===== config.mk =====
export PLATFORM = sky130hd
export DESIGN_NAME = tms_rom_arbiter
export DESIGN_NICKNAME = d
export VERILOG_FILES = /design/src/rtl/tms_rom_arbiter.sv
export SDC_FILE = /design/constraint.sdc
export NUM_CORES = 1
export LEC_CHECK = 0
export CORE_ASPECT_RATIO = 1.1
export CORE_MARGIN = 1
export CORE_UTILIZATION = 37
export CTS_BUF_LIST = sky130_fd_sc_hd__clkbuf_16
export CTS_CLUSTER_DIAMETER = 80
export DETAILED_ROUTE_END_ITERATION = 7
export MAX_ROUTING_LAYER = met4
export PLACE_DENSITY = 0.78
export SLEW_MARGIN = 20
export SYNTH_ARGS = -nofsm -noshare
export SYNTH_HDL_FRONTEND = slang
export SYNTH_SLANG_ARGS = --single-unit

===== constraint.sdc =====
create_clock -name wb_clk_i -period 2.1 [get_ports wb_clk_i]
set_clock_uncertainty 0.05 [all_clocks]
set_input_delay 0.21 -clock wb_clk_i [delete_from_list [all_inputs] [get_ports wb_clk_i]]
set_output_delay 0.21 -clock wb_clk_i [all_outputs]
set_load 0.01 [all_outputs]

===== src/rtl/tms_rom_arbiter.sv =====
// Shares a 1RW SRAM between a byte-wide core fetch port and a Wishbone slave. Core hits take 1 cycle,
// core misses 3, WB writes ack in 2 and reads in 3. Requesters hold their signals until ready/ack.
module tms_rom_arbiter (
  input  logic        wb_clk_i,
  input  logic        wb_rst_ni,
  input  logic        core_req_i,
  input  logic [10:0] core_addr_i,
  output logic        core_ready_o,
  output logic [7:0]  core_data_o,
  input  logic        wbs_cyc_i,
  input  logic        wbs_stb_i,
  input  logic        wbs_we_i,
  input  logic [31:0] wbs_adr_i,
  input  logic [31:0] wbs_dat_i,
  input  logic [3:0]  wbs_sel_i,
  output logic [31:0] wbs_dat_o,
  output logic        wbs_ack_o,
  output logic        sram_csb_o,
  output logic        sram_web_o,
  output logic [3:0]  sram_wmask_o,
  output logic [8:0]  sram_addr_o,
  output logic [31:0] sram_din_o,
  input  logic [31:0] sram_dout_i
);

  typedef enum logic [2:0] {IDLE, C_ISS, C_CAP, W_ISS, W_CAP, W_ACK} state_e;

  state_e      state_q, state_d;
  logic [31:0] buf_q, buf_d;
  logic [8:0]  tag_q, tag_d;
  logic        valid_q, valid_d;
  logic        last_wb_q, last_wb_d;
  logic        ready_q, ready_d;
  logic [7:0]  data_q, data_d;
  logic [31:0] wdat_q, wdat_d;

  logic [8:0]  core_word;
  logic [8:0]  wb_word;
  logic [4:0]  byte_lsb;
  logic        in_idle;
  logic        core_hit;
  logic        core_miss;
  logic        wb_pend;
  logic        grant_core;
  logic        grant_wb;
  logic        unused_adr;

  assign core_word  = core_addr_i[10:2];
  assign wb_word    = wbs_adr_i[10:2];
  assign byte_lsb   = {core_addr_i[1:0], 3'b000};
  assign unused_adr = ^{wbs_adr_i[31:17], wbs_adr_i[15:11], wbs_adr_i[1:0]};

  assign in_idle   = (state_q == IDLE);
  // The cycle that returns data ignores the still-held request so it cannot re-hit.
  assign core_hit  = in_idle & core_req_i & ~ready_q & valid_q & (tag_q == core_word);
  assign core_miss = in_idle & core_req_i & ~ready_q & ~core_hit;
  assign wb_pend   = in_idle & wbs_cyc_i & wbs_stb_i & wbs_adr_i[16] & ~wbs_ack_o;

  assign grant_core = core_miss & (~wb_pend | last_wb_q);
  assign grant_wb   = wb_pend & ~grant_core;

  always_comb begin
    state_d   = state_q;
    buf_d     = buf_q;
    tag_d     = tag_q;
    valid_d   = valid_q;
    last_wb_d = last_wb_q;
    ready_d   = 1'b0;
    data_d    = data_q;
    wdat_d    = wdat_q;
    case (state_q)
      IDLE: begin
        if (core_hit) begin
          ready_d = 1'b1;
          data_d  = buf_q[byte_lsb +: 8];
        end
        if (grant_core) begin
          state_d   = C_ISS;
          last_wb_d = 1'b0;
        end else if (grant_wb) begin
          state_d   = W_ISS;
          last_wb_d = 1'b1;
        end
      end
      C_ISS: state_d = C_CAP;
      C_CAP: begin
        buf_d   = sram_dout_i;
        tag_d   = core_word;
        valid_d = 1'b1;
        ready_d = core_req_i;
        if (core_req_i) data_d = sram_dout_i[byte_lsb +: 8];
        state_d = IDLE;
      end
      W_ISS: begin
        if (wbs_we_i && (wb_word == tag_q)) valid_d = 1'b0;
        state_d = wbs_we_i ? W_ACK : W_CAP;
      end
      W_CAP: begin
        wdat_d  = sram_dout_i;
        state_d = W_ACK;
      end
      W_ACK:   state_d = IDLE;
      default: state_d = IDLE;
    endcase
  end

  always_ff @(posedge wb_clk_i or negedge wb_rst_ni) begin
    if (!wb_rst_ni) begin
      state_q   <= IDLE;
      buf_q     <= '0;
      tag_q     <= '0;
      valid_q   <= 1'b0;
      last_wb_q <= 1'b1;
      ready_q   <= 1'b0;
      data_q    <= '0;
      wdat_q    <= '0;
    end else begin
      state_q   <= state_d;
      buf_q     <= buf_d;
      tag_q     <= tag_d;
      valid_q   <= valid_d;
      last_wb_q <= last_wb_d;
      ready_q   <= ready_d;
      data_q    <= data_d;
      wdat_q    <= wdat_d;
    end
  end

  assign core_ready_o = ready_q;
  assign core_data_o  = data_q;
  assign wbs_ack_o    = (state_q == W_ACK);
  assign wbs_dat_o    = wdat_q;

  assign sram_csb_o   = ~((state_q == C_ISS) | (state_q == W_ISS));
  assign sram_web_o   = (state_q == W_ISS) ? ~wbs_we_i : 1'b1;
  assign sram_addr_o  = (state_q == W_ISS) ? wb_word : core_word;
  assign sram_wmask_o = wbs_sel_i;
  assign sram_din_o   = wbs_dat_i;

endmodule


==> results of run 1 <==
Yosys cell counts (all sizes together):
cell / instances
clkbuf: 1
inv: 2
nor4b: 1
or2: 1
mux2: 90
nor3b: 2
o21ai: 1
nand4: 4
nand2: 1
xor2: 4
buf: 45
nand3: 2
mux4: 8
a21o: 1
xnor2: 14
a2111oi: 1
a31oi: 1
nand2b: 1
nor2b: 1
nor2: 2
dfstp: 1
dfrtp: 86
a22oi: 1
and2: 1
nor4: 3
a41oi: 2
metrics by stage:
step | hold slack (ns) | setup TNS (ns) | power, W | instances | area (um2)
after global routing | 0.3700 | -1.232 | 0.008949 | 529 | 5712
after floorplan | -0.1356 | -0.8532 | 0.005193 | 277 | 4168
final | 0.3290 | -0.5602 | 0.008467 | 529 | 5712
after CTS | 0.3416 | -0.7003 | 0.008555 | 528 | 5727
after detailed placement | 0.1499 | -1.305 | 0.006733 | 506 | 5328
after global placement | 0.1482 | -1.216 | 0.006594 | 506 | 5328
cell type report:
| class | instances | share of cell area, % |
|---|---|---|
| well taps | 147 | 3.220 |
| clock buffers | 9 | 3.943 |
| multi-input cells | 142 | 29.27 |
| flip-flops and latches | 87 | 38.14 |
| inverters | 2 | 0.1314 |
| repair buffers | 135 | 24.01 |
| clock inverters | 7 | 1.292 |
repair_timing:
action                                  in CTS  in global routing
resized for setup                           15                 27
hold buffers                                 1                  0
hold endpoints to repair                    30                  0
cloned                                       2                  0
setup buffers                                3                  2
endpoints found under the setup margin      18                 19
pin swaps                                    2                  0
routing by layer:
metal	vias up	wire, um	GRT usage, %
met3	24	518	4.385
met2	92	4506	26.00
met5	-	0	-
met4	0	161	7.418
li1	1152	-	-
met1	1323	3941	20.60
power breakdown:
part,internal (W),switching (W)
sequential,0.00253,0.000419
clock,0.000921,0.000673
combinational,0.00251,0.00141
total,0.00597,0.00250
logic make-up after synthesis:
kind of cell	synth area share, %
muxes	31.21
DFF	52.35
buffers and inverters	8.268
and+or+nand+nor	3.007
xor gates and xnor gates	3.788
AOI/OAI and AO/OA	1.383
worst max-delay path, cell delays in order, from the launching register on:
cell     delay [ns]
dfrtp_1        0.41
nor3b_4        0.24
buf_6          0.16
buf_12         0.15
mux2_4         0.31
mux4_2         0.47
mux2_2         0.27
registers in the layout (all words and copies together), names as in the netlist:
name / flops
last_wb_q: 1
buf_q: 32
core_ready_o: 1
state_q: 3
tag_q: 9
valid_q: 1
core_data_o: 8
wbs_dat_o: 32
final timing paths:
kind                               startpoint              to  depth (start not counted)
min in group wb_clk_i           wbs_dat_i[13]  sram_din_o[13]                          0
max in group asynchronous           wb_rst_ni   wbs_dat_o[22]                          3
worst min register to register  wbs_dat_o[11]   wbs_dat_o[11]                          1
worst max-delay path               state_q[0]  core_data_o[6]                          6
worst min-delay path                wb_rst_ni   wbs_dat_o[11]                          2
worst max register to register     state_q[0]  core_data_o[6]                          6
==> results.tsv, run 1 <==
stage	metric	value	unit
setup_path	startpoint types	flop	
synth	Area contributors post-synth	dfrtp_1 52%, mux2_2 12%, mux2_4 10%, buf_4 6.5%, mux2_1 5.1%	
layout	P&R area growth vs syn	37.25	%
layout	register area	2178	um2
layout	share of cells above drive strength 1	34.82	%
timing	Final Hold Fails	0	
floorplan	DIE WIDTH	103.1	um
routing	final routed DRC violation total	0	
timing	max frequency	457.8	MHz
power	pwr dens	1482	nW/um2
synth	top-area cell type share of the netlist area	51.71	%
routing	DR vias	2591	
clock_network	clk buf depth	2	
routing	Routed Antenna Nets	0	
clock_network	H-tree depth	3	
layout	Fill cells	939	
place	worst slack at placement	-0.1527	ns
setup_path	Critical Path RT	2.27	ns
routing	Wirelength per Cell	17.25	um
clock_network	CTS tree	yes	
layout	most frequent cells in the layout	99 x clkdlybuf4s50_1, 86 x dfrtp_1, 38 x mux2_2	
routing	Initial DRC Count	71	
synth	Synth Cell Area	4161	um2
layout	nets	494	
layout	area of the multi-input gates	1672	um2
routing	drt pass-1 iters	4	
power	VDD IR max	656.2	uV
synth	distinct cell type count after synthesis	32	
place	final HPWL from detailed placement	6.278	mm
floorplan	CORE AREA	10910	um2
grt	vias in the first global route	2762	
floorplan	initial core utilization	38.14	%
layout	Ant. Diodes	0	
grt	first-pass GRT wire length	14.12	mm
min_path	type of the tightest min-delay check	in -> async	
timing	RSZ-0062 raised after global routing	yes	
synth	Synthesized Nets	394	
routing	vias per cell	4.898	
setup_path	Crit. End Element	flop	
power	leakage power	2.408	nW
setup_path	critical path class	reg -> reg	
grt	initial antenna violation count	0	
timing	Slew @ Worst Pin	0.6091	ns
timing	slew margin rel.	59.39	%
synth	Yosys reg bits	87	
timing	setup violators final	8	
setup_path	Worst EP arrival	2.36	ns
layout	Final Util	52.35	%
layout	most common cell after layout, fill and taps aside	clkdlybuf4s50_1	
setup_path	r2r setup slk	-0.08	ns
outcome	status	finished, violations left	
synth	YS warnings	0	
clock_network	CTS sink cnt	87	
floorplan	# IOs	206	
floorplan	die height	113.2	um
routing	Detailed Route WL	9.127	mm
synth	Mapped Cells	277	
clock_network	Worst-path clk slew	0.06	ns
clock_network	clock latency on the worst-skew pair	0.34	ns
clock_network	Root Buffer	clkbuf_16	
clock_network	CTS buffer count	9	
timing	Tcrit/Tclk final	104.0	%
place	IO buf count	111	
place	RD Place Congestion	0.7557	
job	max-cap viol count	0	
floorplan	row count	40	
setup_path	crit path max fanout	12	
timing	post-layout min period	2.184	ns
floorplan	Die Area	11680	um2
grt	grt total ovfl	0	
grt	GR Util All Layers	16.81	%
timing	max-slew violation count	0	
outcome	failing checks	setup timing	
grt	largest net degree at the start of global routing	41	
synth	synthesized area per cell	15.02	um2
timing	Final WS setup	-0.08420	ns
synth	area leader, netlist	dfrtp_1	
synth	sequential cell area fraction in the yosys report	52.35	%
(Power assumes the default switching activity.)
==> inputs of run 2 (changes only) <==
- CORE_UTILIZATION: 37 -> 30
- PLACE_DENSITY: 0.78 -> 0.65
==> run 2 against run 1 <==
The flow still finishes with violations (setup timing); sequential share of layout area fell by 1.4 points; fmax fell by 0.91%; register-to-register slack got worse by 0.02 ns; power rose by 2.9%; largest cell class unchanged.
==> results.tsv, run 2 (synthesis gave the netlist of run 1 again) <==
stage	metric	value	unit	change
layout	most common cell after layout, fill and taps aside	clkdlybuf4s50_1		
layout	share of cells above drive strength 1	33.68	%	-1.1 points
layout	Final Util	44.33	%	-8.0 points
grt	first-pass GRT wire length	14.61	mm	+3.5%
clock_network	H-tree depth	3		unchanged
routing	Routed Antenna Nets	0		unchanged
routing	drt pass-1 iters	5		+1
layout	post-route cell area	5931	um2	+3.8%
timing	max frequency	453.6	MHz	-0.91%
routing	Detailed Route WL	9.294	mm	+1.8%
clock_network	Worst-path clk slew	0.06	ns	about the same
layout	nets	501		+1.4%
power	leakage power	2.486	nW	+3.2%
outcome	failing checks	setup timing		
power	pwr dens	1469	nW/um2	-0.91%
setup_path	Crit. End Element	flop		
place	final HPWL from detailed placement	6.348	mm	+1.1%
floorplan	Die Area	14350	um2	+23%
setup_path	Critical Path RT	2.27	ns	about the same
setup_path	crit path max fanout	8		-4
routing	Initial DRC Count	75		+5.6%
setup_path	critical path class	reg -> reg		
clock_network	CTS sink cnt	87		unchanged
timing	Slew @ Worst Pin	0.3955	ns	-0.2136 ns
grt	initial antenna violation count	0		unchanged
place	IO buf count	111		unchanged
place	RD Place Congestion	0.7969		+5.5%
grt	largest net degree at the start of global routing	46		+12%
place	worst slack at placement	-0.2404	ns	-0.08768 ns
timing	Final WS setup	-0.1044	ns	-0.02016 ns
timing	RSZ-0062 raised after global routing	yes		
clock_network	clk buf depth	2		unchanged
min_path	type of the tightest min-delay check	in -> async		
floorplan	row count	44		+10%
power	VDD IR max	590.1	uV	-10%
grt	grt total ovfl	0		unchanged
layout	P&R area growth vs syn	42.51	%	
floorplan	# IOs	206		unchanged
routing	vias per cell	4.494		-8.2%
clock_network	Root Buffer	clkbuf_16		
floorplan	initial core utilization	31.11	%	-7.0 points
outcome	status	finished, violations left		
grt	vias in the first global route	2788		+0.94%
timing	Final Hold Fails	0		unchanged
clock_network	CTS tree	yes		
timing	setup violators final	8		unchanged
routing	final routed DRC violation total	0		unchanged
layout	most frequent cells in the layout	99 x clkdlybuf4s50_1, 86 x dfrtp_1, 38 x mux2_2		
routing	Wirelength per Cell	16.22	um	-6.0%
timing	slew margin rel.	72.95	%	+14 points
power	Tot Pwr	0.008712	W	+2.9%
floorplan	CORE AREA	13380	um2	+23%
routing	DR vias	2575		-0.62%
layout	Ant. Diodes	0		unchanged
clock_network	clock latency on the worst-skew pair	0.33	ns	about the same
timing	Tcrit/Tclk final	105.0	%	+0.96 points
grt	GR Util All Layers	13.61	%	-3.2 points
job	max-cap viol count	0		unchanged
timing	max-slew violation count	0		unchanged
floorplan	DIE WIDTH	114.3	um	+11%
clock_network	CTS buffer count	9		unchanged
timing	post-layout min period	2.204	ns	+0.02016 ns
layout	Fill cells	1222		+30%
place	DP Area	5396	um2	+1.3%
floorplan	die height	125.5	um	+11%
setup_path	Worst EP arrival	2.37	ns	about the same
setup_path	startpoint types	flop		
[run 2: critical path, cell delays in order (launching register included)]
cell and delay [ns]:
dfrtp_1 0.41, nor3b_4 0.24, buf_12 0.18, clkbuf_16 0.17
mux2_4 0.30, mux4_2 0.46, mux2_2 0.26
[run 2: repair_timing]
action / 4_1_cts / 5_1_grt
endpoints found under the setup margin: 19 / 16
pin swaps: 2 / 1
hold buffers: 1 / 0
endpoints found under the hold margin: 17 / 0
buffers inserted: 4 / 1
cloned: 1 / 4
resized for setup: 14 / 8
[run 2: final cells by class]
cell class,count,area (um2),share of cell area [%]
clock buffers,9,225.2,3.797
clock inverters,7,95.09,1.603
inverters,2,7.507,0.1266
multi-input cells,142,1678,28.29
flip-flops and latches,87,2178,36.73
well taps,184,230.2,3.882
repair buffers,142,1516,25.57
[run 2: final timing paths]
check	startpoint	end	slack (ns)	cells past startpoint
max in group asynchronous	wb_rst_ni	buf_q[9]	1.12	3
setup reg to reg	state_q[2]	core_data_o[5]	-0.10	6
hold reg to reg	wbs_dat_o[4]	wbs_dat_o[4]	0.44	1
min in group wb_clk_i	wbs_dat_i[13]	sram_din_o[13]	0.37	0
setup / recovery	state_q[2]	core_data_o[5]	-0.10	6
hold / removal	wb_rst_ni	state_q[2]	0.25	2
[run 2: stage by stage]
stage	TNS [ns]	hold slack, ns	cells
after floorplan	-0.8532	-0.1356	277
after global placement	-1.492	0.06308	546
after detailed placement	-1.967	0.06001	546
after CTS	-0.7492	0.2510	568
after global routing	-1.232	0.2706	573
final	-0.6908	0.2544	573
[run 2: per-layer routing]
metal | global-route usage [%] | vias to the layer above | wire, um
met4 | 4.354 | 0 | 159
li1 | - | 1164 | -
met3 | 3.393 | 16 | 517
met2 | 21.46 | 87 | 4489
met5 | - | - | 0
met1 | 17.07 | 1308 | 4128
[run 2: report_power, final]
part	leakage [nW]	total [W]	internal (W)	switching, W
Sequential	1.03	0.00295	0.00253	0.000420
Clock	0.158	0.00171	0.00105	0.000664
Combinational	1.29	0.00405	0.00263	0.00142
Total	2.49	0.00871	0.00621	0.00251
==> inputs of run 3 (changes only) <==
- HOLD_SLACK_MARGIN: unset -> 0.02
- REMOVE_ABC_BUFFERS: unset -> 1
==> run 3 against run 2 <==
The flow still finishes with violations (setup timing); sequential cell count unchanged; critical path depth unchanged; sequential share of layout area increased by 1.1 points; routed wire length increased by 19%; non-clock buffer count decreased by 6; largest power group unchanged; first-iteration DRC count decreased by 17%; register-to-register slack improved by 0.05 ns; clock power decreased by 9.9%; highest routed layer unchanged.
==> results.tsv, run 3 (synthesis gave the netlist of run 1 again) <==
stage	metric	value	unit	change
routing	vias per cell	4.593		+2.2%
clock_network	CTS tree	yes		
timing	max-slew violation count	0		unchanged
timing	setup violators final	8		unchanged
clock_network	clock latency on the worst-skew pair	0.34	ns	about the same
power	cell internal pwr	0.005938	W	-4.3%
grt	GR Util All Layers	16.44	%	+2.8 points
routing	Routed Antenna Nets	0		unchanged
floorplan	Die Area	14350	um2	unchanged
routing	Wirelength per Cell	19.49	um	+20%
timing	max frequency	464.3	MHz	+2.3%
timing	TNS Setup	-0.3204	ns	+0.3704 ns
place	Placed Cells incl. Taps	544		-0.37%
timing	post-layout min period	2.154	ns	-0.05037 ns
setup_path	worst reg2reg endpoint	core_data_o[7]		
routing	Initial DRC Count	62		-17%
setup_path	R2R depth	6		unchanged
layout	filler-free cell count of the finished design	567		-1.0%
routing	drt pass-1 iters	4		-1
clock_network	H-tree depth	3		unchanged
floorplan	CORE AREA	13380	um2	unchanged
power	clock share of power	18.4	%	-1.2 points
power	leakage power	2.410	nW	-3.1%
setup_path	Crit path largest cell delay	0.47	ns	about the same
layout	P&R area growth vs syn	38.54	%	
setup_path	crit path max fanout	12		+4
power	pwr dens	1453	nW/um2	-1.1%
setup_path	startpoint types	flop		
clock_network	Worst-path clk slew	0.06	ns	about the same
timing	Final WS setup	-0.05399	ns	+0.05037 ns
grt	first-pass GRT wire length	16.71	mm	+14%
power	Tot Pwr	0.008378	W	-3.8%
timing	RSZ-0062 raised after global routing	yes		
layout	Ant. Diodes	0		unchanged
place	IO buf count	111		unchanged
clock_network	clk buf depth	2		unchanged
power	Switching Share	29.12	%	+0.36 points
setup_path	critical path class	reg -> reg		
layout	share of cells above drive strength 1	31.85	%	-1.8 points
grt	initial antenna violation count	0		unchanged
outcome	status	finished, violations left		
grt	grt total ovfl	0		unchanged
setup_path	R2R Path Start	state_q[0]		
power	VDD IR max	548.3	uV	-7.1%
timing	Slew @ Worst Pin	0.6651	ns	+0.2696 ns
outcome	failing checks	setup timing		
grt	vias in the first global route	2852		+2.3%
setup_path	Worst EP arrival	2.32	ns	-0.05 ns
timing	Final Hold Fails	0		unchanged
floorplan	row count	44		unchanged
floorplan	initial core utilization	31.11	%	unchanged
timing	Tcrit/Tclk final	102.6	%	-2.4 points
setup_path	Critical Path RT	2.27	ns	about the same
layout	most frequent cells in the layout	99 x clkdlybuf4s50_1, 86 x dfrtp_1, 39 x mux2_2		
setup_path	Crit. End Element	flop		
place	RD Place Congestion	0.7516		-5.7%
clock_network	CTS sink cnt	87		unchanged
place	final HPWL from detailed placement	8.074	mm	+27%
layout	nets	495		-1.2%
floorplan	# IOs	206		unchanged
job	max-cap viol count	0		unchanged
power	combinational power share	46.3	%	-0.2 points
power	P_sw	0.002440	W	-2.6%
setup_path	cells along the critical path	nor3b_4 > buf_6 > buf_12 > mux2_4 > mux4_2 > mux2_2		
routing	Detailed Route WL	11.05	mm	+19%
setup_path	r2r setup slk	-0.05	ns	+0.05 ns
timing	slew margin rel.	55.66	%	-17 points
setup_path	crit path max-delay cell type	mux4_2		
layout	most common cell after layout, fill and taps aside	clkdlybuf4s50_1		
routing	DR vias	2604		+1.1%
place	worst slack at placement	-0.2328	ns	+0.007554 ns
clock_network	CTS buffer count	9		unchanged
power	Seq pwr share	35.3	%	+1.4 points
clock_network	Root Buffer	clkbuf_16		
floorplan	die height	125.5	um	unchanged
grt	largest net degree at the start of global routing	46		unchanged
min_path	type of the tightest min-delay check	in -> async		
floorplan	DIE WIDTH	114.3	um	unchanged
layout	Final Util	43.10	%	-1.2 points
routing	final routed DRC violation total	0		unchanged
-- run 3: stage by stage --
stage,hold WS (ns),cell area [um2]
3_3_place_gp,0.05974,5369
5_1_grt,0.2725,5766
4_1_cts,0.2488,5731
6_report,0.2581,5766
3_5_place_dp,0.06024,5369
2_1_floorplan,-0.1356,3825
-- run 3: timing repair --
item | 4_1_cts | 5_1_grt
cloned | 1 | 1
hold buffers | 1 | 0
endpoints found under the setup margin | 18 | 18
gates resized for setup | 16 | 13
endpoints found under the hold margin | 18 | 0
setup buffers | 4 | 1
-- run 3: how the worst max path moves through the flow --
stage / cells after the start / endpoint / from
after floorplan: 4 / core_data_o[0] / state_q[0]
final: 6 / core_data_o[7] / state_q[0]
after detailed placement: 7 / core_data_o[6] / core_addr_i[3]
after global routing: 6 / core_data_o[7] / state_q[0]
after CTS: 6 / core_data_o[1] / state_q[0]
after global placement: 6 / core_data_o[2] / core_addr_i[2]
-- run 3: power by group through the flow --
stage / logic, W / clock network, W / registers (W)
2_1_floorplan: 0.00195 / 0 / 0.00310
3_3_place_gp: 0.00369 / 0 / 0.00294
3_5_place_dp: 0.00376 / 0 / 0.00297
4_1_cts: 0.00390 / 0.00159 / 0.00296
5_1_grt: 0.00416 / 0.00166 / 0.00306
6_report: 0.00388 / 0.00154 / 0.00295
-- run 3: area by class of cell --
class | instances | area [um2]
fill | 1253 | 7612
clock buffer | 9 | 225.2
timing repair buffer | 136 | 1395
multi-input combinational | 142 | 1667
tap | 184 | 230.2
sequential | 87 | 2178
inverter | 2 | 7.507
clock inverter | 7 | 62.56
-- run 3: per-layer routing --
metal  global-route usage (%)  up-vias  wire [um]
met5                        -        -          0
li1                         -     1158          -
met4                    4.813        0        124
met2                    21.50      132       4562
met1                    20.74     1303       5049
met3                    10.28       11       1316
-- run 3: critical path: cells and delay by family, from the launching register on --
family                 cells  cell delay, ns
buffers and inverters      2            0.30
flip-flops                 1            0.41
multiplexers               3            1.05
AND/OR/NAND/NOR            1            0.23
